<file path="config.mk">
export PLATFORM = sky130hd
export DESIGN_NAME = serial_alu_driver
export DESIGN_NICKNAME = d
export VERILOG_FILES = /design/src/rtl/alu_pkg.sv /design/src/rtl/serial_alu_driver.sv
export SDC_FILE = /design/constraint.sdc
export NUM_CORES = 1
export LEC_CHECK = 0
export CAP_MARGIN = 20
export CORE_ASPECT_RATIO = 1.5
export CORE_MARGIN = 10
export CORE_UTILIZATION = 51
export DETAILED_ROUTE_END_ITERATION = 16
export GPL_TIMING_DRIVEN = 0
export PLACE_DENSITY = 0.8
export SYNTH_ARGS = -nofsm -noshare
export SYNTH_HDL_FRONTEND = slang
export SYNTH_SLANG_ARGS = --single-unit
</file>
<file path="constraint.sdc">
create_clock -name clk -period 2.9 [get_ports clk]
set_input_delay 0.29 -clock clk [delete_from_list [all_inputs] [get_ports clk]]
set_output_delay 0.29 -clock clk [all_outputs]
set_load 0.01 [all_outputs]
</file>
<file path="src/rtl/alu_pkg.sv">
// Shared definitions for the bit-serial ALU driver: op codes, FSM state
// encoding and the per-op cycles-per-bit helper.
package alu_pkg;

    typedef enum logic [1:0] {
        OP_AND = 2'b00,
        OP_OR  = 2'b01,
        OP_ADD = 2'b10,
        OP_SUB = 2'b11
    } op_e;

    typedef enum logic [1:0] {
        IDLE = 2'b00,
        EXEC = 2'b01,
        DONE = 2'b10
    } state_e;

    // ADD/SUB use the half-op slice twice per bit; logic ops need one pass.
    function automatic logic [1:0] cycles_per_bit(input op_e op);
        return (op == OP_ADD || op == OP_SUB) ? 2'd2 : 2'd1;
    endfunction

endpackage

</file>
<file path="src/rtl/serial_alu_driver.sv">
// Bit-serial sequencer driving one external 1-bit miniALU slice. Operands
// are walked LSB first; full add/sub is composed from two half-op passes
// per bit, with the running carry/borrow kept here between bits.
module serial_alu_driver
    import alu_pkg::*;
#(
    parameter int WIDTH = 4
) (
    input  logic             clk,
    input  logic             rst_n,
    input  logic             op_valid,
    output logic             op_ready,
    input  logic [1:0]       op_code,
    input  logic [WIDTH-1:0] op_a,
    input  logic [WIDTH-1:0] op_b,
    output logic             res_valid,
    input  logic             res_ready,
    output logic [WIDTH-1:0] res_data,
    output logic             res_flag,
    output logic             slice_in1,
    output logic             slice_in2,
    output logic [1:0]       slice_ctrl,
    input  logic             slice_out,
    input  logic             slice_cout
);

    localparam int CW = $clog2(WIDTH);
    localparam logic [CW-1:0] LAST_BIT = CW'(WIDTH - 1);

    state_e           state_q, state_d;
    op_e              op_q, op_d;
    logic [WIDTH-1:0] a_q, a_d;
    logic [WIDTH-1:0] b_q, b_d;
    logic [WIDTH-1:0] res_q, res_d;
    logic [CW-1:0]    cnt_q, cnt_d;
    logic             phase_q, phase_d;
    logic             carry_q, carry_d;
    logic             p_q, p_d;
    logic             c1_q, c1_d;
    logic             flag_q, flag_d;

    logic             arith;
    logic             accept;
    logic             last_step;

    assign arith     = (cycles_per_bit(op_q) == 2'd2);
    assign accept    = (state_q == IDLE) && op_valid;
    // Final slice pass of the final bit: phase 1 for arithmetic, the only pass otherwise.
    assign last_step = (state_q == EXEC) && (cnt_q == LAST_BIT) && (!arith || phase_q);

    // FSM state register.
    always_ff @(posedge clk or negedge rst_n) begin
        if (!rst_n) begin
            state_q <= IDLE;
        end else begin
            state_q <= state_d;
        end
    end

    // FSM next-state: accept in IDLE, leave EXEC after the last pass, release DONE on handshake.
    always_comb begin
        state_d = state_q;
        unique case (state_q)
            IDLE:    if (op_valid)  state_d = EXEC;
            EXEC:    if (last_step) state_d = DONE;
            DONE:    if (res_ready) state_d = IDLE;
            default: state_d = IDLE;
        endcase
    end

    // FSM outputs: handshakes from state, slice driven only while executing.
    always_comb begin
        op_ready   = (state_q == IDLE);
        res_valid  = (state_q == DONE);
        slice_in1  = 1'b0;
        slice_in2  = 1'b0;
        slice_ctrl = 2'b00;
        if (state_q == EXEC) begin
            // ADD/SUB codes coincide with the slice half-add/half-sub controls.
            slice_ctrl = op_q;
            if (arith && phase_q) begin
                slice_in1 = p_q;
                slice_in2 = carry_q;
            end else begin
                slice_in1 = a_q[cnt_q];
                slice_in2 = b_q[cnt_q];
            end
        end
    end

    assign res_data = res_q;
    assign res_flag = flag_q;

    // Datapath next-state: latch on accept, then collect one slice result per pass.
    always_comb begin
        op_d    = op_q;
        a_d     = a_q;
        b_d     = b_q;
        res_d   = res_q;
        cnt_d   = cnt_q;
        phase_d = phase_q;
        carry_d = carry_q;
        p_d     = p_q;
        c1_d    = c1_q;
        flag_d  = flag_q;
        if (accept) begin
            op_d    = op_e'(op_code);
            a_d     = op_a;
            b_d     = op_b;
            cnt_d   = '0;
            phase_d = 1'b0;
            carry_d = 1'b0;
            flag_d  = 1'b0;
        end else if (state_q == EXEC) begin
            if (!arith) begin
                res_d = {slice_out, res_q[WIDTH-1:1]};
                cnt_d = cnt_q + CW'(1);
            end else if (!phase_q) begin
                // First half-op: partial sum/difference and its carry/borrow.
                p_d     = slice_out;
                c1_d    = slice_cout;
                phase_d = 1'b1;
            end else begin
                // Second half-op folds in the incoming carry; the two couts are exclusive.
                res_d   = {slice_out, res_q[WIDTH-1:1]};
                carry_d = c1_q | slice_cout;
                phase_d = 1'b0;
                cnt_d   = cnt_q + CW'(1);
            end
            if (last_step) begin
                cnt_d  = '0;
                flag_d = arith ? (c1_q | slice_cout) : 1'b0;
            end
        end
    end

    // Datapath registers.
    always_ff @(posedge clk or negedge rst_n) begin
        if (!rst_n) begin
            op_q    <= OP_AND;
            a_q     <= '0;
            b_q     <= '0;
            res_q   <= '0;
            cnt_q   <= '0;
            phase_q <= 1'b0;
            carry_q <= 1'b0;
            p_q     <= 1'b0;
            c1_q    <= 1'b0;
            flag_q  <= 1'b0;
        end else begin
            op_q    <= op_d;
            a_q     <= a_d;
            b_q     <= b_d;
            res_q   <= res_d;
            cnt_q   <= cnt_d;
            phase_q <= phase_d;
            carry_q <= carry_d;
            p_q     <= p_d;
            c1_q    <= c1_d;
            flag_q  <= flag_d;
        end
    end

endmodule

</file>
==> run metrics, run 1 <==
outcome=finished, final reports clean; Max Cap Viol=0; Routed WL per cell=roughly 16 um; setup bufs post-CTS=0; Syn Inst Count=83; Tightest Pin Transition=about 440 ps; critical path's top delay family=multiplexers; Seq/Total Area, Yosys=0.534; hpwl dp=1.72 mm; Via density=between 5 and 6; synth warn=0; IO Pins=27; Worst setup EP type=primary output; CP Buf/Inv Count=1; CTS clock-pin slew for the worst setup and hold paths=around 120 ps; Die X-Extent=around 58 um; Initial Utilization=0.531; Final Non-Filler Cells=approximately 140; Core Util, Final=0.701; vias in the first global route=a little over 800; number of synthesized flops with an enable pin=0; Iter 0 DRT Violations=26; Final TNS setup=0 ps; power density over the cells=roughly 1100 nW/um^2; CP startpoint=cnt_q[0]; Cell Area, Synth=about 1100 um^2; clk root buf=clkbuf_4; Post-Synth Simple-Gate Area=0.120; Worst path slowest cell=mux4_2; worst rel slew slack=0.706; worst r2r path cells=4; Final Max Slew Viols=0; Area contributors post-synth=dfrtp_1 53%, mux2_2 17%, mux4_2 4.2%; post-synthesis average cell area=between 10 and 15 um^2; adder-cell share of the synthesized area=0.0116; FP Rows=20; post-synthesis compound-gate area fraction=0.0836; post_cts resized=0; fin crit period=~2200 ps; crit path launch type=flip-flop; die area=4390 um^2; core area=approximately 2000 um^2; first-pass GRT wire length=3.91 mm; leading area contributor after synthesis=dfrtp_1; R2R Path End=res_data[1]; FMAX=around 450 MHz; hold-fix buffers at CTS=0; fin area=1420 um^2; Area Overhead vs Synth=31.8%; DP Cell Count=131; final hold violation count=0; CP arrival=between 1500 and 2000 ps; clock skew=between 3 and 4 ps; drt total wl=approximately 2.2 mm; FFs w/ async S/R, synth=1.00; Port Buf Inserts=26; RR Startpoint=state_q[1]; residual DRC count=0; WP data required=between 2000 and 3000 ps; initial antenna violation count=0; largest net degree at the start of global routing=24; antenna diode count=0; Bufs on Longest Clock Path=2; main flop type after synthesis=dfrtp_1; Max stage delay on crit path=~540 ps; Max VDD drop=between 0.6 and 0.7 mV; clk_lat worst skew=around 310 ps; FF-to-FF setup slack=between 1000 and 1500 ps; final count of negative-setup-slack endpoints=0; count of different cell masters after synthesis=26; clock tree from TritonCTS=yes; leakage power=between 0.5 and 0.6 nW; DR vias=around 760; CTS Buf Count=3; share of cells above drive strength 1=0.272; final period utilization=0.774; multiplexer area fraction after synthesis=0.209; CP max FO=5; gr usage total=0.109; Post-DRT Antenna Nets=0; H-tree Lvls=1; crit path cell chain=mux4_2 > nand2_1 > a21oi_1 > clkdlybuf4s50_1; gpl congestion=between 0.8 and 0.9; share of the synthesized area in the top cell type=0.534; Final nets=about 130; syn nets=100; iteration count of the initial detailed-routing pass=5; min-delay worst type=input port to async pin; synthesis-stage register bit count=23; XOR/XNOR share of the synthesized area=0; Tot Pwr=roughly 1.5 mW; GRT overflow=0; Crit Path Class=flip-flop to primary output; clock sink count=23; dominant combinational cell family by area after synthesis=multiplexers; RSZ-0062 raised after global routing=no; placed inst area=roughly 1400 um^2; die height=approximately 76 um
==> metal layers <==
metal  share of wire  up-vias  wire (um)  GRT usage
met5               0        -          0          0
met4           0.018        0         40     0.0542
li1                -      360          -          -
met1            0.40      370        900      0.120
met2            0.52       21       1160      0.181
met3           0.059        5        131     0.0300
==> through the flow <==
step                setup slack, ps  hold WS, ps
CTS                             638          521
floorplan                      1430        -5.59
finish                          657          183
detailed placement             1020          491
global route                    530          178
global placement               1010          481
==> layout by cell type (no fill, tap or decap), types with 2 or more instances in the layout <==
cell type        netlist  final
a21oi_1                5      5
buf_6                  3      3
and2_1                 2      2
nand2_1                3      3
nor2_1                 4      4
inv_1                  3      3
clkbuf_4               0      3
clkdlybuf4s50_1        0     26
mux2_2                16     16
dfrtp_1               23     23
mux4_2                 2      2
nand3_1                2      2
o21ai_0                5      5
==> flip-flops by register name, indices dropped and copies added, names as in the netlist <==
register  flops
b_q           4
state_q       2
res_data      4
a_q           4
phase_q       1
c1_q          1
cnt_q         2
carry_q       1
op_q          2
res_flag      1
p_q           1
==> cells by family after synthesis <==
| group | count (synthesis) |
|---|---|
| buffers and inverters | 6 |
| adder cells (fa/ha/maj) | 1 |
| AND/OR/NAND/NOR | 20 |
| AO/OA/AOI/OAI | 15 |
| multiplexers | 18 |
| flip-flops | 23 |
==> Yosys cell counts, types with 2 or more instances <==
| library cell | number |
|---|---|
| a21oi_1 | 5 |
| and2_1 | 2 |
| buf_6 | 3 |
| dfrtp_1 | 23 |
| inv_1 | 3 |
| mux2_2 | 16 |
| mux4_2 | 2 |
| nand2_1 | 3 |
| nand3_1 | 2 |
| nor2_1 | 4 |
| o21ai_0 | 5 |
==> how the worst max path moves through the flow <==
stage / end / depth (start not counted)
floorplan: a_q[0] / 5
global placement: slice_in1 / 4
detailed placement: slice_in1 / 4
CTS: slice_in1 / 4
global route: slice_in2 / 4
finish: slice_in1 / 4
==> report_power, final <==
group	total [mW]	leakage, nW	internal (mW)	switching [mW]
logic	0.789	0.298	0.472	0.317
registers	0.600	0.277	0.478	0.122
clock network	0.148	0.0177	0.0516	0.0966
==> cell type report <==
class | count | area [um^2]
clock inverter | 1 | 5.00
clock buffer | 3 | 22.5
inverter | 3 | 11.3
timing repair buffer | 27 | 288
sequential | 23 | 576
buffer | 3 | 33.8
multi-input combinational | 54 | 457
fill | 144 | 607
tap | 22 | 27.5
Note: power is estimated with default switching activity, not from simulation.
==> inputs of run 2 (changes only) <==
Settings changed: CORE_UTILIZATION 51 to 47, PLACE_DENSITY 0.8 to 0.75.
Clock period 2.9 ns to 2.29 ns, I/O delays scaled along.
==> run 2 against run 1 <==
Net effect: wire length fell by 1.5%; global-route usage fell by 0.76 points; first-iteration DRC count decreased by 38%; final cell count grew 0.74%; non-clock buffer count unchanged; flip-flop and latch count unchanged; sequential share of layout area increased by 0.38 points; largest power group unchanged; via count fell by 3.0%; die area increased by 5.9%; worst setup slack got worse by 520 ps.
==> run metrics, run 2 (synthesis gave the netlist of run 1 again) <==
worst rel slew slack=0.712; largest net degree at the start of global routing=24; min-delay worst type=input port to async pin; clock sink count=23; CTS clock-pin slew for the worst setup and hold paths=130 ps; die area=4650 um^2; Final TNS setup=0 ps; power density over the cells=approximately 1400 nW/um^2; Routed WL per cell=16.0 um; core area=~2200 um^2; gpl congestion=just under 0.8; Via density=roughly 5.4; residual DRC count=0; Crit Path Class=flip-flop to primary output; FMAX=roughly 460 MHz; outcome=finished, final reports clean; critical path's top delay family=multiplexers; Initial Utilization=0.488; Max VDD drop=0.799 mV; antenna diode count=0; area taken by flip-flops and latches=577 um^2; Max stage delay on crit path=between 500 and 600 ps; Worst setup EP type=primary output; WHS=96.4 ps; clk_lat worst skew=approximately 320 ps; IO Pins=27; initial antenna violation count=0; Final Max Slew Viols=0; CP Buf/Inv Count=1; RSZ-0062 raised after global routing=no; post_cts resized=0; CTS Buf Count=3; CP max FO=5; final hold violation count=0; H-tree Lvls=1; CP arrival=between 1500 and 2000 ps; Bufs on Longest Clock Path=2; hold-fix buffers at CTS=0; final count of negative-setup-slack endpoints=0; clk root buf=clkbuf_4; most common cell after layout, fill and taps aside=clkdlybuf4s50_1; most frequent cells in the layout=26 x clkdlybuf4s50_1, 22 x dfrtp_1, 16 x mux2_2; multi-input logic area=between 400 and 500 um^2; leakage power=~0.6 nW; Max Cap Viol=0; crit path launch type=flip-flop; setup bufs post-CTS=0; FF-to-FF setup slack=710 ps; gr usage total=0.101; Final nets=~130; Worst path slowest cell=mux4_2; Die X-Extent=around 60 um; Port Buf Inserts=26; Iter 0 DRT Violations=16; WP data required=2060 ps; clock tree from TritonCTS=yes; FP Rows=21; clock skew=approximately 8.4 ps; fill count=212; die height=roughly 79 um; Area Overhead vs Synth=30.9%; iteration count of the initial detailed-routing pass=4; crit path cell chain=mux4_2 > nand2_1 > a21oi_1 > clkdlybuf4s50_1; hpwl dp=roughly 1.7 mm; final period utilization=0.940; share of cells above drive strength 1=0.281; vias in the first global route=approximately 760; Post-DRT Antenna Nets=0; drt total wl=2.20 mm; Tightest Pin Transition=approximately 430 ps; GRT overflow=0; Tot Pwr=1.95 mW; fin crit period=~2200 ps; first-pass GRT wire length=~3.7 mm; DR vias=about 730
run 2: cell counts in the layout (fill, tap and decap cells not counted):
No cell type changed its count.
run 2: area by class of cell:
cell class              count  area share
plain buffers               3      0.0240
clock buffers               3      0.0160
clock inverters             1     0.00355
inverters                   3     0.00799
multi-input cells          54       0.324
flip-flops and latches     23       0.409
well taps                  23      0.0204
repair buffers             27       0.195
run 2: worst register-to-register path, delay by kind of cell (launching register included):
family        cells  cell delay (ps)
flops             1              430
mux               1              390
simple gates      2              520
buf+inv           1              140
run 2: per-stage QoR:
step	utilization	setup WS [ps]	instance area, um^2	instances
global route	0.639	33.8	1410	137
detailed placement	0.619	448	1370	132
floorplan	-	815	1080	83
finish	0.639	138	1410	137
CTS	0.632	65.8	1390	136
global placement	0.619	465	1370	132
run 2: power by group:
group / switching [mW] / internal, mW
Sequential: 0.153 / 0.607
Combinational: 0.398 / 0.597
Clock: 0.126 / 0.0654
run 2: worst paths after layout:
path	start	end	cells past startpoint
max in group asynchronous	rst_n	cnt_q[0]	2
worst max-delay path	cnt_q[0]	slice_in1	4
worst max register to register	state_q[1]	res_data[0]	4
worst min-delay path	rst_n	c1_q	1
worst min register to register	b_q[2]	b_q[2]	1
min in group clk	res_ready	state_q[1]	3
run 2: per-layer routing:
layer | global-route usage | share of wire | up-vias
li1 | - | - | 361
met1 | 0.120 | 0.41 | 352
met2 | 0.159 | 0.51 | 16
met3 | 0.0306 | 0.051 | 4
met4 | 0.0484 | 0.023 | 0
met5 | 0 | 0 | -
